**src/rtl/div_pkg.sv**
```systemverilog
// div_pkg
// Shared definitions for the sub-shift divider slice.
//   div_state_e : FSM state enumeration (IDLE, CALC, FIXUP, DONE)
//   cnt_width   : width of an iteration counter that must hold 0..n
package div_pkg;

    typedef enum logic [1:0] {
        IDLE  = 2'd0,
        CALC  = 2'd1,
        FIXUP = 2'd2,
        DONE  = 2'd3
    } div_state_e;

    // Counter width able to represent every value from 0 up to n inclusive.
    function automatic int cnt_width(input int n);
        return (n < 1) ? 1 : $clog2(n + 1);
    endfunction

endpackage

```
**src/rtl/div_subshift_step.sv**
```systemverilog
// div_subshift_step
// One restoring division iteration, purely combinational.
// Ports:
//   rem_in  [DATA_W] : partial remainder before this iteration (always < divisor)
//   dvd_bit [1]      : next dividend bit shifted into the remainder
//   divisor [DATA_W] : divisor magnitude
//   rem_out [DATA_W] : partial remainder after this iteration
//   q_bit   [1]      : quotient bit produced by this iteration
module div_subshift_step #(
    parameter int DATA_W = 32
) (
    input  logic [DATA_W-1:0] rem_in,
    input  logic              dvd_bit,
    input  logic [DATA_W-1:0] divisor,
    output logic [DATA_W-1:0] rem_out,
    output logic              q_bit
);

    logic [DATA_W:0] shifted;
    logic [DATA_W:0] diff;

    // Because rem_in < divisor, the shifted value is below 2*divisor, so the
    // DATA_W+1 bit difference is exact and its top bit is a true sign bit.
    // Both kept results also fit back into DATA_W bits.
    always_comb begin
        shifted = {rem_in, dvd_bit};
        diff    = shifted - {1'b0, divisor};
        q_bit   = ~diff[DATA_W];
        rem_out = q_bit ? diff[DATA_W-1:0] : shifted[DATA_W-1:0];
    end

endmodule

```
**src/rtl/div_subshift_gen.sv**
```systemverilog
// div_subshift_gen
// Iterative restoring divider, STEPS iterations per clock, signed or unsigned.
// Ports:
//   clk, rst                : clock, synchronous active-high reset
//   in_valid / in_ready     : request handshake (ready only when idle)
//   signed_op               : 1 = two's-complement division, 0 = unsigned
//   dividend, divisor       : operands, sampled on acceptance
//   out_valid / out_ready   : result handshake (valid only in DONE)
//   quotient, remainder     : registered results
//   div_by_zero             : registered flag, current result had divisor == 0
module div_subshift_gen
    import div_pkg::*;
#(
    parameter int DATA_W = 32,
    parameter int STEPS  = 1
) (
    input  logic              clk,
    input  logic              rst,
    input  logic              in_valid,
    output logic              in_ready,
    input  logic              signed_op,
    input  logic [DATA_W-1:0] dividend,
    input  logic [DATA_W-1:0] divisor,
    output logic              out_valid,
    input  logic              out_ready,
    output logic [DATA_W-1:0] quotient,
    output logic [DATA_W-1:0] remainder,
    output logic              div_by_zero
);

    localparam int N  = DATA_W / STEPS;
    localparam int CW = cnt_width(N);
    localparam logic [CW-1:0] LAST_CNT = CW'(N - 1);

    if (DATA_W < 4 || (DATA_W % 2) != 0 || STEPS < 1 || (DATA_W % STEPS) != 0) begin : g_bad_param
        $error("div_subshift_gen: DATA_W must be even and >= 4, and STEPS must divide DATA_W");
    end

    div_state_e        state;
    div_state_e        state_next;
    logic [CW-1:0]     cnt;
    logic              sop;
    logic              neg_dvd;
    logic              neg_dvs;
    logic [DATA_W-1:0] work_q;
    logic [DATA_W-1:0] work_r;
    logic [DATA_W-1:0] work_d;
    logic [DATA_W-1:0] abs_dvd;
    logic [DATA_W-1:0] abs_dvs;
    logic [DATA_W-1:0] calc_q;
    logic [DATA_W-1:0] calc_r;
    logic              accept;
    logic              dvs_zero;

    assign accept   = in_valid & in_ready;
    assign dvs_zero = (divisor == '0);

    // Magnitudes are only taken in signed mode; MIN maps to itself, which the
    // unsigned core then treats as 2^(DATA_W-1), giving the wrap-around result.
    assign abs_dvd = (signed_op && dividend[DATA_W-1]) ? -dividend : dividend;
    assign abs_dvs = (signed_op && divisor[DATA_W-1])  ? -divisor  : divisor;

    // Chain of STEPS iterations. work_q holds the not-yet-consumed dividend
    // bits in its upper part and collects quotient bits from the bottom.
    for (genvar i = 0; i < STEPS; i++) begin : g_step
        logic [DATA_W-1:0] rem_i;
        logic [DATA_W-1:0] dvd_i;
        logic [DATA_W-1:0] rem_o;
        logic [DATA_W-1:0] dvd_o;
        logic              q_bit;

        if (i == 0) begin : g_first
            assign rem_i = work_r;
            assign dvd_i = work_q;
        end else begin : g_next
            assign rem_i = g_step[i-1].rem_o;
            assign dvd_i = g_step[i-1].dvd_o;
        end

        div_subshift_step #(
            .DATA_W (DATA_W)
        ) u_step (
            .rem_in  (rem_i),
            .dvd_bit (dvd_i[DATA_W-1]),
            .divisor (work_d),
            .rem_out (rem_o),
            .q_bit   (q_bit)
        );

        assign dvd_o = {dvd_i[DATA_W-2:0], q_bit};
    end

    assign calc_q = g_step[STEPS-1].dvd_o;
    assign calc_r = g_step[STEPS-1].rem_o;

    // State register
    always_ff @(posedge clk) begin
        if (rst) begin
            state <= IDLE;
        end else begin
            state <= state_next;
        end
    end

    // Next-state logic: a zero divisor skips the iteration phase entirely.
    always_comb begin
        state_next = state;
        case (state)
            IDLE: begin
                if (accept) begin
                    state_next = dvs_zero ? DONE : CALC;
                end
            end
            CALC: begin
                if (cnt == LAST_CNT) begin
                    state_next = FIXUP;
                end
            end
            FIXUP: begin
                state_next = DONE;
            end
            DONE: begin
                if (out_ready) begin
                    state_next = IDLE;
                end
            end
            default: begin
                state_next = IDLE;
            end
        endcase
    end

    // Handshake outputs decoded from the state
    always_comb begin
        in_ready  = (state == IDLE);
        out_valid = (state == DONE);
    end

    // Datapath: the visible result registers only change on a divide-by-zero
    // acceptance or in FIXUP, so the previous result stays readable until then.
    always_ff @(posedge clk) begin
        if (rst) begin
            cnt         <= '0;
            sop         <= 1'b0;
            neg_dvd     <= 1'b0;
            neg_dvs     <= 1'b0;
            work_q      <= '0;
            work_r      <= '0;
            work_d      <= '0;
            quotient    <= '0;
            remainder   <= '0;
            div_by_zero <= 1'b0;
        end else begin
            case (state)
                IDLE: begin
                    if (accept) begin
                        cnt         <= '0;
                        sop         <= signed_op;
                        neg_dvd     <= signed_op & dividend[DATA_W-1];
                        neg_dvs     <= signed_op & divisor[DATA_W-1];
                        work_q      <= abs_dvd;
                        work_r      <= '0;
                        work_d      <= abs_dvs;
                        div_by_zero <= dvs_zero;
                        if (dvs_zero) begin
                            quotient  <= '1;
                            remainder <= dividend;
                        end
                    end
                end
                CALC: begin
                    work_q <= calc_q;
                    work_r <= calc_r;
                    cnt    <= cnt + CW'(1);
                end
                FIXUP: begin
                    quotient  <= (sop && (neg_dvd != neg_dvs)) ? -work_q : work_q;
                    remainder <= neg_dvd ? -work_r : work_r;
                end
                default: begin
                end
            endcase
        end
    end

endmodule
```
**config.mk**
```make
export PLATFORM = sky130hd
export DESIGN_NAME = div_subshift_gen
export DESIGN_NICKNAME = d
export VERILOG_FILES = /design/src/rtl/div_pkg.sv /design/src/rtl/div_subshift_step.sv /design/src/rtl/div_subshift_gen.sv
export SDC_FILE = /design/constraint.sdc
export NUM_CORES = 1
export LEC_CHECK = 0
export CAP_MARGIN = 20
export CORE_MARGIN = 3
export CORE_UTILIZATION = 45
export CTS_CLUSTER_DIAMETER = 50
export DETAILED_ROUTE_END_ITERATION = 6
export PLACE_DENSITY = 0.65
export SLEW_MARGIN = 5
export SYNTH_ARGS = -nofsm -noshare
export SYNTH_HDL_FRONTEND = slang
export SYNTH_SLANG_ARGS = --single-unit
```
**constraint.sdc**
```tcl
create_clock -name clk -period 7.2 [get_ports clk]
set_clock_uncertainty 0.1 [all_clocks]
set_input_delay 1.08 -clock clk [delete_from_list [all_inputs] [get_ports clk]]
set_output_delay 1.08 -clock clk [all_outputs]
set_load 0.1 [all_outputs]
```
Word-level counts from Yosys, hierarchy flattened
Cells that the tools add are included.
{"block": "word_totals", "input_bits": 69, "reg_bits": 172}
{"block": "op_classes", "addsub": 6, "muxes": 22, "reduce_logical": 11, "eq_ne": 9, "n_bitwise": 4}
{"cell": "32-bit 2-to-1 mux", "n": 11}
{"cell": "32-bit case mux with 2 select lines", "n": 4}
{"cell": "32-bit negator", "n": 4}
{"cell": "33-bit by 32-bit subtractor with 33-bit output", "n": 1}
{"cell": "32-bit logical NOT", "n": 1}
{"cell": "6-bit case mux with 2 select lines", "n": 1}
{"cell": "2-bit 2-to-1 mux", "n": 4}
{"cell": "2-bit case mux with 4 select lines", "n": 1}
{"cell": "6-bit by 1-bit adder with 6-bit output (second input constant)", "n": 1}
{"cell": "6-bit by 5-bit == test with 1-bit output (second input constant)", "n": 1}
{"cell": "6-bit 2-to-1 mux", "n": 1}
{"cell": "2-bit by 1-bit inequality test with 1-bit output (second input constant)", "n": 3}
{"cell": "3-bit AND reduction", "n": 2}
{"cell": "2-bit == test (second input constant)", "n": 2}
{"cell": "2-bit AND reduction", "n": 2}
{"cell": "2-bit nonzero test", "n": 2}
{"cell": "1-bit bitwise AND", "n": 3}
{"cell": "1-bit logical AND", "n": 3}
{"cell": "2-bit by 1-bit == test with 1-bit output (second input constant)", "n": 1}
{"cell": "2-bit logical NOT", "n": 1}
{"cell": "2-bit inequality test (second input constant)", "n": 1}
{"cell": "1-bit inequality test", "n": 1}
{"cell": "1-bit inverter", "n": 1}

Depth between registers and ports, before layout
{"block": "depth", "ltp_word": 4, "depth_mapped": 14, "ltp_nobuf": 12}

By module
A second synthesis with hierarchy kept.
{"block": "unflattened", "hier_cells": 1467, "hier_area_um2": 11648.7}
{"module": "div_subshift_gen", "cells_per_inst": 1162, "instances": 1, "seq_area_each_um2": 3443.3, "area_per_inst_um2": 9290.2}
{"module": "div_subshift_step", "cells_per_inst": 305, "instances": 1, "seq_area_each_um2": 0.0, "area_per_inst_um2": 2358.5}

Least setup slack after synthesis
Ideal clock, no wire load.
{"block": "synth_timing", "path_kind": "in2reg", "startpoint": "input port dividend[10]", "endpoint": "register work_q[30] (netlist: g_step[0].dvd_i[30])", "n_path_buf": 0, "arrival_time_ps": 3170, "path_stages": 8, "setup_time_ps": 91, "path_slack_ps": 3839, "cell_sequence": "or4_4 > nor4_4 > nand4_2 > or4_4 > o41ai_2 > xnor2_1 > nand2_1 > a311oi_1"}
{"block": "synth_between", "elab_chain_len": 4}
{"element": "from (decl)", "line": "div_subshift_gen.sv:22", "source": "input logic [DATA_W-1:0] dividend,"}
{"element": "32-bit negator", "line": "div_subshift_gen.sv:60", "source": "assign abs_dvd = (signed_op && dividend[DATA_W-1]) ? -dividend : dividend;"}
{"element": "32-bit 2-to-1 mux", "line": "div_subshift_gen.sv:60"}
{"element": "32-bit 2-to-1 mux", "line": "div_subshift_gen.sv:156", "source": "if (accept) begin"}
{"element": "32-bit case mux with 2 select lines", "line": "div_subshift_gen.sv:154", "source": "case (state)"}
{"element": "to (signal assigned)", "line": "div_subshift_gen.sv:161", "source": "work_q <= abs_dvd;"}
{"element": "to (signal assigned)", "line": "div_subshift_gen.sv:172", "source": "work_q <= calc_q;"}
{"element": "to (decl)", "line": "div_subshift_gen.sv:45", "source": "logic [DATA_W-1:0] work_q;"}
No other way between the ends. The select of a mux whose other input is x is not followed.
A chain may end at the register's enable or synchronous reset.

Worst setup path in the final report
{"block": "layout_timing", "startpoint": "input port divisor[4]", "endpoint": "register quotient[11]"}
{"block": "layout_between", "elab_chain_len": 3}
{"element": "from (decl)", "line": "div_subshift_gen.sv:23", "source": "input logic [DATA_W-1:0] divisor,"}
{"element": "32-bit logical NOT", "line": "div_subshift_gen.sv:56", "source": "assign dvs_zero = (divisor == '0);"}
{"element": "2-bit by 1-bit inequality test with 1-bit output (no line)"}
{"element": "3-bit AND reduction (no line)"}
{"element": "to (signal assigned)", "line": "div_subshift_gen.sv:177", "source": "quotient <= (sop && (neg_dvd != neg_dvs)) ? -work_q : work_q;"}
{"element": "to (decl)", "line": "div_subshift_gen.sv:26", "source": "output logic [DATA_W-1:0] quotient,"}
No other way between the ends.

==> key figures <==
Drt
  • Total Routed Length: 31.87 mm
  • Antenna viol nets, final: 0
  • Via-per-instance ratio: 5.725
  • DRC marker count from the first detailed-route iteration: 876
  • Length of the first detailed-routing pass in iterations: 7
  • Detail-routed net length per standard cell: 17.17 um
  • Total via count in the routed design: 10630
  • Remaining design rule violation count: 2

CTS
  • Clock latency at the later pin of the worst-skew pair: 0.44 ns
  • Number of hold buffers added after CTS: 0
  • Clock H-tree levels: 4
  • Clock tree from TritonCTS: done
  • CTS buffer count: 17
  • Cell chosen for the clock root: clkbuf_16
  • Number of post-CTS setup repair buffers: 0
  • Clock-pin slew of the registers on the worst-case setup and hold paths: 0.08 ns
  • Gates resized, CTS repair: 0
  • Clock net sink count: 172
  • Deepest clock path buffer count: 2

Logic synthesis
  • Top cells by area, synth: dfxtp_1 (30%), xor2_1 (6.9%), nor2_1 (6.8%), a21oi_1 (4.9%), ha_1 (4.5%)
  • Mapped Cells: 1448
  • Main synth FF type: dfxtp_1
  • Net count after synthesis: 1559
  • Post-synthesis cell type with the largest combined area: dfxtp_1
  • Post-synthesis async set-or-reset flop share: 0%
  • Syn Std Cell Area: 11350 um^2
  • Register area share after synthesis: 30.34%
  • Synthesis Warnings: 0
  • Library cells used by synthesis: 79
  • Top-area cell type share of the netlist area: 30.34%
  • Number of synthesized register bits: 172
  • Number of synthesized flops with an enable pin: 0
  • Syn avg cell area: 7.838 um^2

Setup path
  • Delay contributed by the slowest stage of the critical path: 0.59 ns
  • Worst path cell trace: clkdlybuf4s50_1 > or4_4 > nor4_4 > and3_4 > nand2_2 > nor3_2 > nand2_1 > o21ai_4 > buf_4 > nor2_1 > a311oi_2
  • Type of the worst setup path: input port to register
  • Worst Path Max Fanout: 68
  • Critical path arrival: 4.39 ns
  • Element type at the critical path end: register
  • Critical path data required time: 7.45 ns
  • CP max stage cell: or4_4
  • Startpoint types: input port

Power
  • Leak Pwr: 4.974 nW
  • P per Cell Area: 352.9 nW/um^2
  • Worst voltage drop across the vdd grid: 0.4212 mV

Global routing
  • Maximum number of pins on one net before global-route repair: 76
  • Via count of the first global-routing pass: 9604
  • Global-route wire length before repair: 51.30 mm
  • Initial antenna violation count: 0
  • All-Layer GR Usage: 23.38%
  • Overflow left after global routing: 0

Place
  • HPWL Detailed: 23.95 mm
  • I/O Buffers: 135
  • Final estimated routing congestion in global placement: 0.9074
  • Post-Place Cells: 1824

STA
  • Share of the clock period used by the worst path: 57.48%
  • Number of max-slew violations in the final report: 0
  • Maximum clock rate: 241.6 MHz
  • Worst slew margin: 32.48%
  • Setup total negative slack: 0 ns
  • Setup repair after global routing missed its margin: no
  • Setup violation total in the final timing report: 0
  • Number of endpoints with negative hold slack in the final report: 0
  • Min Clock Period, post-route: 4.139 ns
  • Transition at the pin with the smallest max-transition slack: 1.010 ns

Floorplan
  • Height of the chip: 164.8 um
  • Horizontal extent of the die: 164.8 um
  • Number of I/O pins: 136
  • Placeable core area: 24530 um^2
  • Count of standard-cell rows: 57
  • Starting density of the core: 46.26%
  • Die Footprint: 27160 um^2

Final layout
  • Share of layout cells above drive strength 1: 6.723%
  • Filler-free cell count of the finished design: 1856
  • Count of nets after finishing: 1630
  • Number of inserted diodes: 0
  • Most used cells in the layout excluding fill and tap cells: nor2_1 (207), dfxtp_1 (172), clkdlybuf4s50_1 (134)
  • Most common library cell in the layout ignoring fill and taps: nor2_1
  • Fill count: 2386
  • Area delta synth->final: 18.29%

Run status
  • Failing checks: DRC
  • Status: finished, violations left

Job
  • Number of maximum-capacitance constraint violations: 0

Hold path
  • Type of the worst min-delay path: register to register
[power by group]
part           internal, mW  switching, mW  leakage (nW)  total, mW
registers              1.15          0.180          1.40       1.33
logic                 0.767           1.71          3.28       2.47
clock network         0.496          0.442         0.291      0.938
total                  2.41           2.33          4.97       4.74
[final timing paths]
kind	start	endpoint	slack, ns	cells past startpoint
hold reg to reg	work_d[31]$_SDFFE_PP0P_	work_d[31]$_SDFFE_PP0P_	0.36	2
setup reg to reg	g_step[0].dvd_i[31]$_SDFFE_PP0P_	g_step[0].rem_i[1]$_SDFFE_PP0P_	3.19	13
setup / recovery	divisor[4]	quotient[11]$_SDFFE_PP0P_	3.06	11
hold / removal	work_d[31]$_SDFFE_PP0P_	work_d[31]$_SDFFE_PP0P_	0.36	2
[worst max-delay path: cells and delay by family]
family | cells | cell delay (ns)
and+or+nand+nor | 7 | 1.80
buffers and inverters | 2 | 1.08
AOI/OAI and AO/OA | 2 | 0.36
[area by class of cell]
class	instances	area, um^2	area share [%]
Sequential cell	172	3443	25.65
Multi-Input combinational cell	1120	7306	54.42
Clock inverter	15	170.2	1.267
Inverter	59	221.5	1.650
Tap cell	324	405.4	3.020
Clock buffer	17	425.4	3.169
Timing Repair Buffer	149	1454	10.83
[metal layers]
metal / part of all wire (%) / global-route usage, %
met2: 43 / 35.85
met4: 1.8 / 6.862
met5: 0 / 0
met1: 49 / 34.24
met3: 5.5 / 2.960
[sequential cells by signal, indices dropped and copies added, names as in the netlist]
signal	count
cnt	6
div_by_zero	1
g_step.dvd_i	32
g_step.rem_i	32
neg_dvd	1
neg_dvs	1
quotient	32
remainder	32
sop	1
state	2
work_d	32
[kinds of logic after synthesis]
group / after synthesis / synth area share (%)
flops: 172 / 30.34
compound gates: 404 / 25.68
simple gates: 523 / 21.85
fa+ha+maj: 42 / 4.696
buf+inv: 156 / 5.644
mux: 5 / 0.4630
xor+xnor: 146 / 11.33
[stage by stage]
step / setup slack, ns / utilization, % / hold slack [ns] / area (um^2) / power [mW]
floorplan: 3.839 / - / 0.3319 / 11350 / 3.230
global placement: 2.690 / 52.30 / 0.3431 / 12830 / 3.771
detailed placement: 2.635 / 52.30 / 0.3521 / 12830 / 3.801
CTS: 3.091 / 54.72 / 0.3605 / 13430 / 4.741
global route: 2.696 / 54.72 / 0.3840 / 13430 / 5.037
finish: 3.061 / 54.72 / 0.3565 / 13430 / 4.737
[cells in the mapped netlist, drive strengths merged (7+ instances only)]
library cell and number:
and3 7, o211ai 8, nand2 118, buf 19, xnor2 56, nand3 71, a222oi 22, a21oi 113
o41ai 18, clkbuf 78, and2 8, xor2 90, a211oi 62, nor4 20, nor3 29, o21ai 62
dfxtp 172, ha 41, nand2b 18, a311oi 39, or4 8, nor2 207, a32oi 10, or3 10
o31ai 22, a21o 13, nor2b 9, inv 58
(Power assumes the default switching activity.)
